==> config.mk <==
export PLATFORM = sky130hd
export DESIGN_NAME = pwm_capture
export DESIGN_NICKNAME = d
export VERILOG_FILES = /design/src/rtl/pwm_capture.sv
export SDC_FILE = /design/constraint.sdc
export NUM_CORES = 1
export LEC_CHECK = 0
export ABC_AREA = 1
export BUFFER_PORTS_ARGS = -buffer_cell sky130_fd_sc_hd__buf_2
export CAP_MARGIN = 10
export CORE_MARGIN = 2
export CORE_UTILIZATION = 50
export CTS_BUF_LIST = sky130_fd_sc_hd__clkbuf_16
export DETAILED_ROUTE_END_ITERATION = 12
export PLACE_DENSITY = 0.8
export SKIP_CTS_REPAIR_TIMING = 1
export SLEW_MARGIN = 20
export SYNTH_ARGS = -nofsm -noshare
export SYNTH_HDL_FRONTEND = slang
export SYNTH_SLANG_ARGS = --single-unit
export TNS_END_PERCENT = 50
==> constraint.sdc <==
create_clock -name clk -period 1.6 [get_ports clk]
set_input_delay 0.08 -clock clk [delete_from_list [all_inputs] [get_ports clk]]
set_output_delay 0.08 -clock clk [all_outputs]
set_load 0.01 [all_outputs]
==> src/rtl/pwm_capture.sv <==
// pwm_capture: measures high time and period of an asynchronous PWM input.
//
// The input is brought into the clk domain through a 2-flop synchronizer.
// A small IDLE/HIGH/LOW machine counts clk cycles between rising edges and
// publishes the high time and period of each completed period with a
// one-cycle valid pulse. If no rising edge arrives within 2^WIDTH-1 cycles,
// timeout is raised and the synchronized level at that moment is latched in
// stuck_level.
//
// Optional feature: define PWM_CAPTURE_GLITCH_FILTER_EN to insert a
// registered 3-sample majority filter after the synchronizer. It rejects
// single-cycle pulses and adds exactly 2 cycles of edge latency.
//
// Ports:
//   clk          - single clock, all logic on its rising edge
//   reset        - synchronous active-high reset
//   pwm_in       - PWM input, asynchronous to clk
//   high_count   - high time (clk cycles) of the last completed period
//   period_count - rising-to-rising distance (clk cycles) of that period
//   valid        - one-cycle pulse when high_count/period_count update
//   timeout      - no rising edge within 2^WIDTH-1 cycles; cleared by valid
//   stuck_level  - synchronized input level when timeout was raised

module pwm_capture #(
  parameter int WIDTH = 16
) (
  input  logic             clk,
  input  logic             reset,
  input  logic             pwm_in,
  output logic [WIDTH-1:0] high_count,
  output logic [WIDTH-1:0] period_count,
  output logic             valid,
  output logic             timeout,
  output logic             stuck_level
);

  localparam logic [1:0] ST_IDLE = 2'd0;
  localparam logic [1:0] ST_HIGH = 2'd1;
  localparam logic [1:0] ST_LOW  = 2'd2;

  localparam logic [WIDTH-1:0] CNT_ZERO = {WIDTH{1'b0}};
  localparam logic [WIDTH-1:0] CNT_ONE  = {{(WIDTH-1){1'b0}}, 1'b1};
  localparam logic [WIDTH-1:0] CNT_MAX  = {WIDTH{1'b1}};

  logic             sync_meta_r;
  logic             sync_r;
  logic             s_s;
  logic             s_prev_r;
  logic [2:0]       fill_cnt_r;
  logic             armed_r;
  logic             rise_s;
  logic             fall_s;

  logic [1:0]       state_r;
  logic [WIDTH-1:0] high_cnt_r;
  logic [WIDTH-1:0] period_cnt_r;
  logic [WIDTH-1:0] idle_cnt_r;

  logic [1:0]       state_next_s;
  logic [WIDTH-1:0] high_cnt_next_s;
  logic [WIDTH-1:0] period_cnt_next_s;
  logic [WIDTH-1:0] idle_cnt_next_s;
  logic             capture_s;
  logic             timeout_fire_s;

  // Two-flop synchronizer for the asynchronous PWM input.
  always_ff @(posedge clk) begin
    if (reset) begin
      sync_meta_r <= 1'b0;
      sync_r      <= 1'b0;
    end else begin
      sync_meta_r <= pwm_in;
      sync_r      <= sync_meta_r;
    end
  end

`ifdef PWM_CAPTURE_GLITCH_FILTER_EN
  // Cycles after reset until the filtered level reflects real input samples.
  localparam logic [2:0] FILL_CYCLES = 3'd5;

  logic filt_d1_r;
  logic filt_d2_r;
  logic filt_r;

  function automatic logic majority3(input logic a, input logic b, input logic c);
    return (a & b) | (a & c) | (b & c);
  endfunction

  // Majority of the last three synchronized samples, registered; a clean
  // edge passes with 2 extra cycles of delay, a 1-cycle pulse never wins.
  always_ff @(posedge clk) begin
    if (reset) begin
      filt_d1_r <= 1'b0;
      filt_d2_r <= 1'b0;
      filt_r    <= 1'b0;
    end else begin
      filt_d1_r <= sync_r;
      filt_d2_r <= filt_d1_r;
      filt_r    <= majority3(sync_r, filt_d1_r, filt_d2_r);
    end
  end

  assign s_s = filt_r;
`else
  // Cycles after reset until the synchronized level reflects real samples.
  localparam logic [2:0] FILL_CYCLES = 3'd3;

  assign s_s = sync_r;
`endif

  // Previous-level register for edge detection.
  always_ff @(posedge clk) begin
    if (reset) begin
      s_prev_r <= 1'b0;
    end else begin
      s_prev_r <= s_s;
    end
  end

  // Arm rising-edge detection only once a real low level has been seen after
  // reset. The pipeline refills from zero, so a level that was already high
  // when reset released would otherwise look like a rising edge and open a
  // bogus partial period.
  always_ff @(posedge clk) begin
    if (reset) begin
      fill_cnt_r <= 3'd0;
      armed_r    <= 1'b0;
    end else begin
      if (fill_cnt_r != FILL_CYCLES) begin
        fill_cnt_r <= fill_cnt_r + 3'd1;
      end
      if ((fill_cnt_r == FILL_CYCLES) && !s_s) begin
        armed_r <= 1'b1;
      end
    end
  end

  // Edge detection on the (optionally filtered) synchronized level.
  always_comb begin
    rise_s = s_s & ~s_prev_r & armed_r;
    fall_s = ~s_s & s_prev_r;
  end

  // Next-state and counter logic. Priority: rise, then timeout, then fall.
  // Counters restart at 1 on a rise because the rise cycle itself is the
  // first high cycle of the new period.
  always_comb begin
    state_next_s      = state_r;
    high_cnt_next_s   = high_cnt_r;
    period_cnt_next_s = period_cnt_r;
    idle_cnt_next_s   = idle_cnt_r;
    capture_s         = 1'b0;
    timeout_fire_s    = 1'b0;
    case (state_r)
      ST_IDLE: begin
        high_cnt_next_s   = CNT_ZERO;
        period_cnt_next_s = CNT_ZERO;
        if (rise_s) begin
          state_next_s      = ST_HIGH;
          high_cnt_next_s   = CNT_ONE;
          period_cnt_next_s = CNT_ONE;
          idle_cnt_next_s   = CNT_ZERO;
        end else if (idle_cnt_r == (CNT_MAX - CNT_ONE)) begin
          // This is the (2^WIDTH-1)-th idle cycle without a rise.
          timeout_fire_s  = 1'b1;
          idle_cnt_next_s = CNT_ZERO;
        end else begin
          idle_cnt_next_s = idle_cnt_r + CNT_ONE;
        end
      end
      ST_HIGH, ST_LOW: begin
        idle_cnt_next_s = CNT_ZERO;
        if (rise_s) begin
          capture_s         = 1'b1;
          state_next_s      = ST_HIGH;
          high_cnt_next_s   = CNT_ONE;
          period_cnt_next_s = CNT_ONE;
        end else if (period_cnt_r == CNT_MAX) begin
          timeout_fire_s    = 1'b1;
          state_next_s      = ST_IDLE;
          high_cnt_next_s   = CNT_ZERO;
          period_cnt_next_s = CNT_ZERO;
        end else if ((state_r == ST_HIGH) && fall_s) begin
          // The fall cycle is already low: period grows, high time holds.
          state_next_s      = ST_LOW;
          period_cnt_next_s = period_cnt_r + CNT_ONE;
        end else if (state_r == ST_HIGH) begin
          high_cnt_next_s   = high_cnt_r + CNT_ONE;
          period_cnt_next_s = period_cnt_r + CNT_ONE;
        end else begin
          period_cnt_next_s = period_cnt_r + CNT_ONE;
        end
      end
      default: begin
        state_next_s      = ST_IDLE;
        high_cnt_next_s   = CNT_ZERO;
        period_cnt_next_s = CNT_ZERO;
        idle_cnt_next_s   = CNT_ZERO;
      end
    endcase
  end

  // State and counter registers.
  always_ff @(posedge clk) begin
    if (reset) begin
      state_r      <= ST_IDLE;
      high_cnt_r   <= CNT_ZERO;
      period_cnt_r <= CNT_ZERO;
      idle_cnt_r   <= CNT_ZERO;
    end else begin
      state_r      <= state_next_s;
      high_cnt_r   <= high_cnt_next_s;
      period_cnt_r <= period_cnt_next_s;
      idle_cnt_r   <= idle_cnt_next_s;
    end
  end

  // Registered outputs: results and valid on a completed period, timeout
  // sticky until the next valid.
  always_ff @(posedge clk) begin
    if (reset) begin
      high_count   <= CNT_ZERO;
      period_count <= CNT_ZERO;
      valid        <= 1'b0;
      timeout      <= 1'b0;
      stuck_level  <= 1'b0;
    end else begin
      valid <= capture_s;
      if (capture_s) begin
        high_count   <= high_cnt_r;
        period_count <= period_cnt_r;
        timeout      <= 1'b0;
      end else if (timeout_fire_s) begin
        timeout     <= 1'b1;
        stuck_level <= s_s;
      end
    end
  end

endmodule

==> results.ini <==
[route]
vias = 3680
dr.pass1.iters = 5
wl_per_cell_um = 12.9
routed_via_density = 5.15
routed_wl_um = 9200
ant_nets = 0
drc = 0
drt_iter0_drc = 202

[clock_tree]
cts.sinks = 92
clockBufferDepth = 2
cts_tree = done
root_buffer = clkbuf_16
cts-buffers-inserted = 9
clk_latency_ns = 0.34
path_clk_slew_ns = 0.06
htree_levels = 3

[layout]
area_delta_synth_final_pct = 22.7
n_antenna_cell = 0
layout-drive-gt1-share = 0.207
fillers = 643
design_area_sq_um = 4980
nNetsFinal = 621

[grt]
grt_max_degree = 28
grt_pass1_vias = 3213
grt_pass1_wl_um = 14100
use_met2 = 0.325
grt-ovfl-total = 0
antenna_found_initial = 0
grt_use_met3 = 0.0514
grt.met1_usage = 0.258
top_usage_layer = met2
track_usage = 0.200

[floorplanning]
die_w_um = 94.1
die_h_um = 94.1
pin_count = 38
row_count = 32
dieArea_sq_um = 8850
start_util = 0.520
core_sq_um = 7810

[synth]
synth.area.top_cells = dfxtp_1, nand2_1, nand3_1
yosysWarningCount = 0
synth_common_cells = nand2_1, dfxtp_1, nor2_1
synth_top_area_frac = 0.454
synth_area_leader_cell = dfxtp_1
synth_edf_count = 0
synth_area_sq_um = 4060
synth_cell_type_count = 35
yosysMostFrequentCell = nand2_1
synth_nets = 565
syn-instance-count = 552
ys.flop_type = dfxtp_1
avgSynthCellArea_sq_um = 7.35
synth_seq_cells = 92
async_flop_share = 0
yosysSeqAreaShare = 0.454

[pwr]
combPwrFrac = 0.207
power.internal_mw = 4.24
leakagePower_nw = 2.16
switchingPower_mw = 1.75
pwr-share-seq = 0.412
sw_frac_of_total = 0.292
ir_drop_v = 0.000578
p_per_area_nw_per_um2 = 1200
p_clk_frac = 0.381

[timing]
max-slew-margin-rel = 0.800
fin_worst_skew_ns = 0.00824
hold_violations = 0
rsz0062_at_grt = yes
final-setup-viol-count = 1
period_minus_slack_ns = 1.61
slew_viol_final = 0
clock.fmax_ghz = 0.622
tightest_slew_ns = 0.299
period_share = 1.00
worst_slack_ns = -0.00782

[critical_path]
critPathSlowestCell = dfxtp_1
cp-start-kind = register
cp_cell_sequence = nand2_1 > nor2_4 > inv_2 > nor2_2 > inv_2 > nor2_4 > inv_4 > o21ai_0
critPathKind = register to register
cp-end-kind = register
crit_fanout = 23
crit_required_ns = 1.84
cpPeakStageDelay_ns = 0.37
rrSetupSlack_ns = -0.008
worstPathArrival_ns = 1.85

[hold_path]
hold_path_class = primary input to register

[job]
cap_violations = 0

[place]
pre_cts_ws_ns = -0.0686
gp_congestion = 0.870
placed_area_sq_um = 4400
hpwl_um = 6020
port_buffers = 37

[status]
violations = negative setup slack
status = finished with violations

layout make-up:
| type | instances | area (sq um) | share of cell area |
|---|---|---|---|
| clock buffer | 9 | 225 | 0.0452 |
| sequential | 92 | 1850 | 0.371 |
| multi-input combinational | 375 | 2030 | 0.409 |
| clock inverter | 7 | 97.6 | 0.0196 |
| timing repair buffer | 57 | 368 | 0.0739 |
| tap | 102 | 128 | 0.0256 |
| inverter | 73 | 279 | 0.0560 |
registers in the layout (all words and copies together) (netlist names), 2 cells and up:
register,cells
idle_cnt_r,16
high_count,16
state_r,2
high_cnt_r,16
period_cnt_r,16
period_count,16
fill_cnt_r,3
path summary, 6_finish.rpt:
kind / to / depth (start not counted) / from
worst min-delay path: fill_cnt_r[0] / 2 / reset
worst max register to register: high_count[3] / 8 / s_s
worst max-delay path: high_count[3] / 8 / s_s
worst min register to register: s_s / 2 / sync_meta_r
logic make-up after synthesis:
group	after synthesis	share of synthesized area
simple gates	294	0.328
flops	92	0.454
buf+inv	88	0.0879
compound gates	53	0.0669
xor+xnor	15	0.0324
fa+ha+maj	10	0.0308
power groups by stage:
stage	sequential, mW	combinational (mW)	clock (mW)
final	2.47	1.24	2.28
after floorplan	2.50	0.710	0
after CTS	2.45	0.963	2.31
after global routing	2.48	1.33	2.41
after detailed placement	2.50	0.943	0
after global placement	2.49	0.915	0
worst max-delay path: cells and delay by family, from the launching register on:
family          cells  cell delay, ns
buf+inv             3            0.29
simple gates        4            0.60
compound gates      1            0.24
flops               1            0.37
per-stage QoR:
stage	utilization	total power, mW	hold WS (ns)	std cells	TNS (ns)
2_1_floorplan	-	3.21	0.187	552	0
3_3_place_gp	0.564	3.41	0.293	691	0
3_5_place_dp	0.564	3.45	0.299	691	-1.04
4_1_cts	0.605	5.73	-0.0577	707	-2.54
5_1_grt	0.638	6.22	0.0952	715	-0.457
6_report	0.638	5.99	0.0986	715	-0.00782
per-layer routing:
| layer | up-vias | part of all wire | wire length (um) |
|---|---|---|---|
| met3 | 16 | 0.056 | 519 |
| met2 | 122 | 0.47 | 4340 |
| li1 | 1860 | - | - |
| met1 | 1682 | 0.45 | 4180 |
| met5 | - | 0 | 0 |
| met4 | 0 | 0.017 | 160 |
placed cells by master (no fill, tap or decap), drive strengths merged:
| cell | Yosys | routed |
|---|---|---|
| o22ai | 1 | 1 |
| nand3 | 71 | 71 |
| dfxtp | 92 | 92 |
| nand2 | 118 | 121 |
| a21oi | 17 | 17 |
| and2 | 2 | 2 |
| or2 | 4 | 4 |
| clkbuf | 5 | 9 |
| o21ai | 33 | 33 |
| nand4 | 2 | 2 |
| buf | 10 | 56 |
| clkinvlp | 0 | 1 |
| xnor2 | 5 | 5 |
| xor2 | 10 | 10 |
| ha | 10 | 10 |
| clkinv | 1 | 1 |
| a21boi | 1 | 1 |
| inv | 72 | 76 |
| nor3b | 3 | 3 |
| nor4 | 1 | 1 |
| nor3 | 8 | 8 |
| bufinv | 0 | 2 |
| nor2 | 85 | 85 |
| dlygate4sd3 | 0 | 1 |
| a211oi | 1 | 1 |
Note: power is estimated with default switching activity, not from simulation.
